[config.mk]
export PLATFORM = sky130hd
export DESIGN_NAME = serial_to_parallel
export DESIGN_NICKNAME = d
export VERILOG_FILES = /design/src/rtl/serial_to_parallel.sv
export SDC_FILE = /design/constraint.sdc
export NUM_CORES = 1
export LEC_CHECK = 0
export ABC_AREA = 1
export CORE_MARGIN = 5
export CORE_UTILIZATION = 58
export CTS_BUF_LIST = sky130_fd_sc_hd__clkbuf_8
export DETAILED_ROUTE_END_ITERATION = 16
export GPL_TIMING_DRIVEN = 0
export HOLD_SLACK_MARGIN = 0.08
export PLACE_DENSITY_LB_ADDON = 0.12
export SYNTH_ARGS = -nofsm -noshare
export SYNTH_HDL_FRONTEND = slang
export SYNTH_SLANG_ARGS = --single-unit
[constraint.sdc]
create_clock -name clk -period 3.25 [get_ports clk]
set_input_delay 0.975 -clock clk [delete_from_list [all_inputs] [get_ports clk]]
set_output_delay 0.975 -clock clk [all_outputs]
set_load 0.01 [all_outputs]
[src/rtl/serial_to_parallel.sv]
`default_nettype none
// ============================================================================
//  Module   : serial_to_parallel
//  Purpose  : Collects WIDTH consecutive XLEN-bit serial beats (element 0
//             first) into one WIDTH x XLEN frame. The frame appears on a
//             registered parallel output with valid/ready on both sides.
//  Option   : define SERIAL_TO_PARALLEL_FIRST_EN to add the serial_first
//             resync input and the frame_err pulse output.
//  Revision : 1.0 - initial release
// ============================================================================
module serial_to_parallel #(
   parameter int XLEN  = 8,
   parameter int WIDTH = 16
) (
   input  logic                       clk,
   input  logic                       rst,
   input  logic                       serial_valid,
   input  logic [XLEN-1:0]            serial_data,
   output logic                       serial_ready,
`ifdef SERIAL_TO_PARALLEL_FIRST_EN
   input  logic                       serial_first,
   output logic                       frame_err,
`endif
   output logic                       parallel_valid,
   input  logic                       parallel_ready,
   output logic [WIDTH-1:0][XLEN-1:0] parallel_data
);

   localparam int PTR_W = $clog2(WIDTH);
   localparam logic [PTR_W-1:0] C_PTR_LAST = PTR_W'(WIDTH - 1);

   logic [PTR_W-1:0]                ptr_q, ptr_d;
   logic [WIDTH-2:0][XLEN-1:0]      asm_q, asm_d;
   logic [WIDTH-1:0][XLEN-1:0]      pdata_q, pdata_d;
   logic                            pvalid_q, pvalid_d;

   logic w_last;
   logic w_beat_acc;
   logic w_frame_acc;
   logic w_first_beat;

   // The final beat may only stall while an unaccepted frame still occupies
   // the output register; earlier beats land in the assembly register.
   assign w_last       = (ptr_q == C_PTR_LAST);
   assign serial_ready = !(w_last && pvalid_q && !parallel_ready);
   assign w_beat_acc   = serial_valid && serial_ready;
   assign w_frame_acc  = pvalid_q && parallel_ready;

`ifdef SERIAL_TO_PARALLEL_FIRST_EN
   logic frame_err_q, frame_err_d;

   assign w_first_beat = serial_first;
   assign frame_err    = frame_err_q;

   // A resync beat arriving mid-frame flags the discarded partial frame.
   always_comb begin
      frame_err_d = w_beat_acc && serial_first && (ptr_q != '0);
   end

   // Error pulse register, cleared by reset.
   always_ff @(posedge clk) begin
      if (rst) begin
         frame_err_q <= 1'b0;
      end else begin
         frame_err_q <= frame_err_d;
      end
   end
`else
   assign w_first_beat = 1'b0;
`endif

   // Next-state for pointer, assembly buffer and output frame.
   always_comb begin
      ptr_d    = ptr_q;
      asm_d    = asm_q;
      pdata_d  = pdata_q;
      pvalid_d = pvalid_q;

      if (w_frame_acc) begin
         pvalid_d = 1'b0;
      end

      if (w_beat_acc) begin
         if (w_first_beat) begin
            // Resync: this beat restarts the frame at element 0.
            asm_d[0] = serial_data;
            ptr_d    = PTR_W'(1);
         end else if (w_last) begin
            // Final beat bypasses the assembly buffer straight to the output.
            pdata_d  = {serial_data, asm_q};
            pvalid_d = 1'b1;
            ptr_d    = '0;
         end else begin
            for (int k = 0; k < WIDTH - 1; k++) begin
               if (ptr_q == PTR_W'(k)) begin
                  asm_d[k] = serial_data;
               end
            end
            ptr_d = ptr_q + PTR_W'(1);
         end
      end
   end

   // Control and output registers with synchronous reset.
   always_ff @(posedge clk) begin
      if (rst) begin
         ptr_q    <= '0;
         pvalid_q <= 1'b0;
         pdata_q  <= '0;
      end else begin
         ptr_q    <= ptr_d;
         pvalid_q <= pvalid_d;
         pdata_q  <= pdata_d;
      end
   end

   // Assembly buffer holds data only; its contents are meaningless until written.
   always_ff @(posedge clk) begin
      asm_q <= asm_d;
   end

   assign parallel_valid = pvalid_q;
   assign parallel_data  = pdata_q;

endmodule
`default_nettype wire

==> out/results.ini, run 1 <==
[placed_design]
gp_congestion=0.877
hpwl_um=12800
place_area_um2=10100
place_inst=1082
dp_slack_ns=-0.137
io_buffers=141

[critical_path]
cp-start-kind=input port
criticalPathCategory=input port to output port
path_buf_inv=4
crit_required_ns=2.27
crit_path_max_fanout=6
cp_slowest_stage_delay_ns=0.47
setup.worst_path.end_class=output port
cp_slowest_cell=clkdlybuf4s50_1
cp_top_family=buffers and inverters
cp_cell_sequence=clkdlybuf4s50_1, inv_1, nand2_1, inv_1, nand2_1, dlygate4sd2_1
arrival_ns=2.13

[detailed_routing]
via_per_inst=5.12
vias=5903
drtPass1Iterations=5
drc_errors=0
drt_wl_total_um=19100
drt_iter0_drc=473
wl_per_cell_um=16.6
antenna_left=0

[yosys]
synth_top_area_share=0.425
synth_area_leaders=edfxtp_1, dfxtp_1, nand2_1, a21oi_1, buf_6
yosysTopAreaCell=edfxtp_1
yosys.cell_types.count=19
syn_nets=773
syn_area_um2=8480
ys_seq_area_frac=0.739
ys_ff_latch=253
avgSynthCellArea_um2=11.2
yosysWarnings=0
synthCells=757

[timing]
finalCritPeriodShare=0.955
skew_ns=0.0279
tns_ns=0
tightest_slew_ns=1.22
finalMaxSlewViolations=0
fmax_mhz=322
slew_headroom=0.180
finalSetupViolCount=0
setup_slack_ns=0.147
grt_setup_unrepaired=false
hold_violations=0
holdWs_ns=0.465
min_period_ns=3.10

[floorplan]
die_h_um=131
core_area_um2=14400
rows=44
io_pins=142
dieArea_um2=17100
start_util=0.588
fp.dieW_um=131

[global_route]
grt_pass1_vias=5926
grt_max_degree=17
antenna_found_initial=0
grt-ovfl-total=0
grt_use_total=0.225
grt_pass1_wl_um=29400

[clocking]
cts_sinks=253
clk_pin_slew_worst_paths_ns=0.06
clockBufferDepth=3
clkLatencyLatePin_ns=0.52
cts_made_buffers=38
cts_tree=built
cts_hold_buf=0
htree_num_levels=2
cts_root_buffer=clkbuf_8

[final_layout]
area_growth_pct=29.1
instances_no_fill=1152
utilization=0.759
stdcell_area_um2=10900
nNetsFinal=954
n_antenna_cell=0
drive_above_1_share=0.0847

[flow_run]
drv_cap=0

[pwr]
p_leak_nw=3.71
power.total_mw=6.18
vdd_ir_drop_max_v=0.000426
power_density_nw_per_um2=565

[outcome]
status=complete, no violations

[worst_hold_path]
hold_class=flop to flop

flip-flops by register name (all words and copies together), names as in the netlist:
signal          flops
ptr_q               4
parallel_data     128
asm_q             120
parallel_valid      1
power breakdown:
group	switching (mW)	total (mW)	internal [mW]
sequential	0.00752	3.36	3.36
clock	1.17	2.71	1.55
combinational	0.0871	0.110	0.0228
worst reg2reg max path, stage by stage, from the launching register on:
cell     delay (ns)
dfxtp_1        0.35
ha_1           0.24
nand3_1        0.10
nand2_1        0.12
nor3_1         0.95
Yosys cell counts:
cell        n
buf_2       3
dfxtp_1   133
o21ai_0     2
a21oi_1   130
nand3_1     4
inv_1      24
nor2_1     17
ha_1        4
nor2_2      1
nand4_1     1
buf_4       1
edfxtp_1  120
inv_2       1
buf_6      12
nor3_1      2
clkbuf_1   26
nand2_2     1
nand2_1   274
nand3_2     1
cells in the final DEF, fill, tap and decap left out, drive strengths merged:
cell / instances
o21ai: 2
bufinv: 2
nand3: 5
clkbuf: 76
ha: 4
nand4: 1
nor3: 2
clkdlybuf4s50: 140
nand2: 275
clkinv: 14
edfxtp: 120
inv: 29
dlygate4sd2: 1
buf: 16
a21oi: 130
dfxtp: 133
nor2: 18
final cells by class:
type / instances / area (µm²)
timing repair buffer: 141 / 1410
sequential: 253 / 6270
buffer: 42 / 255
fill: 958 / 3480
clock inverter: 20 / 140
inverter: 25 / 93.8
tap: 184 / 230
clock buffer: 50 / 688
multi-input combinational: 437 / 1860
routing by layer:
metal  global-route usage  share of wire  wire length [µm]
met2                0.371           0.49              9360
met4                0.106          0.033               621
met1                0.288           0.41              7810
met3               0.0427          0.069              1310
met5                    0              0                 0
worst paths after layout:
check / from / end / slack [ns] / depth (start not counted)
worst max-delay path: parallel_ready / serial_ready / 0.15 / 6
worst min-delay path: parallel_data[12]$_SDFFE_PP0P_ / parallel_data[12]$_SDFFE_PP0P_ / 0.47 / 2
worst max register to register: ptr_q[0]$_SDFFE_PP0N_ / asm_q[104]$_DFFE_PP_ / 1.07 / 4
worst min register to register: parallel_data[12]$_SDFFE_PP0P_ / parallel_data[12]$_SDFFE_PP0P_ / 0.47 / 2
kinds of logic after synthesis:
group	after synthesis	share of synthesized area
simple gates	301	0.136
flops	253	0.739
compound gates	132	0.0779
buf+inv	67	0.0412
fa+ha+maj	4	0.00590
timing repair:
item	CTS	global route
setup buffers	0	0
endpoints found under the setup margin	1	0
resized for setup	1	0
Power figures use the tool's default switching activity.
==> inputs of run 2 (changes only) <==
--- a/config.mk
+++ b/config.mk
@@ -12,6 +12,7 @@
 export DETAILED_ROUTE_END_ITERATION = 16
 export GPL_TIMING_DRIVEN = 0
 export HOLD_SLACK_MARGIN = 0.08
+export MAX_ROUTING_LAYER = met4
 export PLACE_DENSITY_LB_ADDON = 0.12
 export SYNTH_ARGS = -nofsm -noshare
 export SYNTH_HDL_FRONTEND = slang
==> run 2 against run 1 <==
Against the previous run: fmax is essentially flat; clock skew is essentially flat; largest cell class unchanged; sequential power is essentially flat.
==> out/results.ini, run 2 (same netlist as run 1, synthesis figures left out) <==
[outcome]
status=complete, no violations

[critical_path]
crit_path_max_fanout=6
criticalPathCategory=input port to output port
crit_required_ns=2.27
arrival_ns=2.13
cp-start-kind=input port
r2r_slack_ns=1.08
critPathLaunch=parallel_ready
setup.worst_path.end_class=output port
r2r-start=ptr_q[0]$_SDFFE_PP0N_

[final_layout]
final_cell_mix=nand2_1, clkdlybuf4s50_1, dfxtp_1, a21oi_1, edfxtp_1
layout_commonest_cell=nand2_1
nNetsFinal=954
area_growth_pct=29.1
multi_input_area_um2=1860
instances_no_fill=1152
largest_register_ffs=128
stdcell_area_um2=10900
regArea_um2=6270
n_fill_cell=958
n_antenna_cell=0
drive_above_1_share=0.0847

[timing]
min_period_ns=3.10
finalCritPeriodShare=0.955
skew_ns=0.0274
slew_headroom=0.176
holdWs_ns=0.465
tightest_slew_ns=1.23
finalSetupViolCount=0
fmax_mhz=322
finalMaxSlewViolations=0
grt_setup_unrepaired=false
hold_violations=0

[clocking]
cts_sinks=253
cts_tree=built
clockBufferDepth=3
htree_num_levels=2
cts-resized-gates=1
clk_pin_slew_worst_paths_ns=0.06
post-cts-setup-buffer-count=0
clkLatencyLatePin_ns=0.52
cts_made_buffers=38
cts_hold_buf=0
cts_root_buffer=clkbuf_8

[worst_hold_path]
hold_class=flop to flop
hold_start=parallel_data[95]$_SDFFE_PP0P_

[floorplan]
fp.dieW_um=131
rows=44
dieArea_um2=17100
die_h_um=131
start_util=0.588
io_pins=142
core_area_um2=14400

[global_route]
grt_pass1_wl_um=29400
grt_max_degree=17
grt_pass1_vias=5935
grt-ovfl-total=0
antenna_found_initial=0
grt_use_total=0.232

[flow_run]
drv_cap=0

[placed_design]
place_area_um2=10100
hpwl_um=12800
gp_congestion=0.891
place_inst=1082
io_buffers=141

[pwr]
p_leak_nw=3.71
vdd_ir_drop_max_v=0.000422
power_density_nw_per_um2=565
power.total_mw=6.18

[detailed_routing]
via_per_inst=5.11
drt_wl_total_um=19100
antenna_left=0
drc_errors=0
drtPass1Iterations=5
drt_iter0_drc=440
wl_per_cell_um=16.6
vias=5892

## run 2: path summary, 6_finish.rpt
check	end	cells after the start
setup / recovery	serial_ready	6
hold / removal	parallel_data[95]$_SDFFE_PP0P_	2
setup reg to reg	asm_q[104]$_DFFE_PP_	4
hold reg to reg	parallel_data[95]$_SDFFE_PP0P_	2
## run 2: metal layers
metal	wire, µm	vias to the layer above	track usage
li1	-	2876	-
met1	7810	2744	0.289
met2	9370	223	0.371
met3	1250	49	0.0415
met4	643	0	0.106
met5	0	-	-
## run 2: cell type report
type	instances	share of cell area
sequential	253	0.572
multi-input combinational	437	0.170
timing repair buffer	141	0.129
clock buffer	50	0.0629
buffer	42	0.0233
tap	184	0.0210
clock inverter	20	0.0128
inverter	25	0.00857
## run 2: where the power goes
part           internal (mW)  switching (mW)
Combinational         0.0228          0.0870
Clock                   1.55            1.16
Sequential              3.36         0.00759
## run 2: critical path, cell delays in order
cell and delay (ns):
clkdlybuf4s50_1 0.47, inv_1 0.04, nand2_1 0.08, inv_1 0.06, nand2_1 0.17, dlygate4sd2_1 0.33
## run 2: metrics by stage
| stage | worst slack [ns] | setup TNS, ns | util |
|---|---|---|---|
| floorplan | 0.991 | 0 | - |
| global placement | -0.117 | -0.117 | 0.702 |
| detailed placement | -0.137 | -0.137 | 0.702 |
| CTS | 0.143 | 0 | 0.759 |
| global route | 0.0708 | 0 | 0.759 |
| finish | 0.147 | 0 | 0.759 |
==> inputs of run 3 (changes only) <==
--- a/config.mk
+++ b/config.mk
@@ -6,6 +6,7 @@
 export NUM_CORES = 1
 export LEC_CHECK = 0
 export ABC_AREA = 1
+export CORE_ASPECT_RATIO = 1.25
 export CORE_MARGIN = 5
 export CORE_UTILIZATION = 58
 export CTS_BUF_LIST = sky130_fd_sc_hd__clkbuf_8
==> constraint.sdc (replaced) <==
create_clock -name clk -period 3.25 [get_ports clk]
set_input_delay 0.325 -clock clk [delete_from_list [all_inputs] [get_ports clk]]
set_output_delay 0.325 -clock clk [all_outputs]
set_load 0.01 [all_outputs]
==> run 3 against run 2 <==
Against the previous run: sequential share of layout area rose by 0.72 points; largest power group unchanged; largest cell class unchanged; hold slack got worse by 0.0031 ns; first-iteration DRC count rose by 3.9%; clock power fell by 14%; clock skew fell by 0.0062 ns; die area barely moved.
==> out/results.ini, run 3 (same netlist as run 1, synthesis figures left out) <==
[outcome]
status=complete, no violations

[detailed_routing]
antenna_left=0
drtPass1Iterations=5
vias=5976
drc_errors=0
drt_iter0_drc=457
via_per_inst=5.22
drt_wl_total_um=19200
wl_per_cell_um=16.8

[timing]
skew_ns=0.0212
fmax_mhz=427
slew_headroom=0.176
tightest_slew_ns=1.23
grt_setup_unrepaired=false
tns_ns=0
finalCritPeriodShare=0.721
finalSetupViolCount=0
hold_violations=0
min_period_ns=2.34
finalMaxSlewViolations=0

[final_layout]
n_fill_cell=991
area_growth_pct=27.5
final_cell_mix=nand2_1, clkdlybuf4s50_1, dfxtp_1, a21oi_1, edfxtp_1
layout_commonest_cell=nand2_1
n_antenna_cell=0
drive_above_1_share=0.0703
instances_no_fill=1145
largest_register_ffs=128
nNetsFinal=954

[global_route]
grt_use_total=0.227
antenna_found_initial=0
grt-ovfl-total=0
grt_max_degree=17
grt_pass1_wl_um=30700
grt_pass1_vias=6076

[placed_design]
io_buffers=141
gp_congestion=0.805
place_inst=1076
hpwl_um=13000

[critical_path]
crit_path_max_fanout=6
cp_cell_sequence=ha_1, inv_1, nor2_2, nand2_1, clkdlybuf4s50_1
crit_required_ns=2.92
setup.worst_path.end_class=output port
path_buf_inv=2
criticalPathCategory=flop to output port
cp-start-kind=flop
cp_top_family=buffers and inverters
worst_r2r_endpoint=asm_q[110]$_DFFE_PP_
r2r-start=ptr_q[0]$_SDFFE_PP0N_
arrival_ns=2.02
r2r_cells=4
cp_slowest_cell=clkdlybuf4s50_1
cp_slowest_stage_delay_ns=0.55
r2r_slack_ns=1.09
cp_num_cells=5

[floorplan]
die_h_um=145
start_util=0.591
io_pins=142
rows=49
fp.dieW_um=118
core_area_um2=14300
dieArea_um2=17100

[clocking]
cts_tree=built
cts_sinks=253
cts_made_buffers=38
cts_root_buffer=clkbuf_8
clockBufferDepth=3
htree_num_levels=2
clk_pin_slew_worst_paths_ns=0.06
cts-resized-gates=0
post-cts-setup-buffer-count=0
cts_hold_buf=0
clkLatencyLatePin_ns=0.51

[pwr]
p_leak_nw=3.66
vdd_ir_drop_max_v=0.000425
power_density_nw_per_um2=538
power.total_mw=5.81

[worst_hold_path]
hold_class=flop to flop
hold_depth=2
hold_start=parallel_data[67]$_SDFFE_PP0P_
whs_endpoint=parallel_data[67]$_SDFFE_PP0P_

[flow_run]
drv_cap=0

[run 3: where the power goes]
group	leakage, nW	total, mW	internal [mW]	switching [mW]
Sequential	2.16	3.36	3.36	0.00767
Combinational	1.10	0.108	0.0226	0.0858
Clock	0.407	2.34	1.21	1.13
Total	3.66	5.81	4.59	1.22
[run 3: per-stage QoR]
stage	setup slack, ns	hold slack, ns	util	instance area (µm²)
2_1_floorplan	1.51	0.424	-	8480
3_5_place_dp	0.699	0.456	0.705	10100
5_1_grt	0.736	0.479	0.753	10800
3_3_place_gp	0.826	0.455	0.705	10100
4_1_cts	0.880	0.465	0.753	10800
6_report	0.908	0.462	0.753	10800
[run 3: per-layer routing]
metal	routed length, µm	share of wire	GRT usage
met1	7430	0.39	0.258
met2	9860	0.51	0.396
met3	1320	0.069	0.0490
met4	621	0.032	0.0740
met5	0	0	-
[run 3: cell type report]
type	instances	area, µm²	share of cell area
repair buffers	141	1410	0.131
clock buffers	43	592	0.0548
plain buffers	42	255	0.0236
clock inverters	26	106	0.00984
inverters	25	93.8	0.00868
multi-input cells	437	1860	0.172
well taps	178	223	0.0206
flip-flops and latches	253	6270	0.580
[run 3: worst reg2reg max path, delay by kind of cell, from the launching register on]
| kind | cells | cell delay (ns) |
|---|---|---|
| flip-flops | 1 | 0.35 |
| AND/OR/NAND/NOR | 3 | 1.17 |
| adder cells (fa/ha/maj) | 1 | 0.24 |
[run 3: worst max-delay path by stage]
| stage | start | to | slack [ns] |
|---|---|---|---|
| 3_3_place_gp | serial_valid | asm_q[107]$_DFFE_PP_ | 0.83 |
| 3_5_place_dp | serial_valid | asm_q[107]$_DFFE_PP_ | 0.70 |
| 5_1_grt | ptr_q[0]$_SDFFE_PP0N_ | serial_ready | 0.74 |
| 2_1_floorplan | ptr_q[0]$_SDFFE_PP0N_ | asm_q[100]$_DFFE_PP_ | 1.51 |
| 4_1_cts | ptr_q[0]$_SDFFE_PP0N_ | serial_ready | 0.88 |
| 6_report | ptr_q[0]$_SDFFE_PP0N_ | serial_ready | 0.91 |
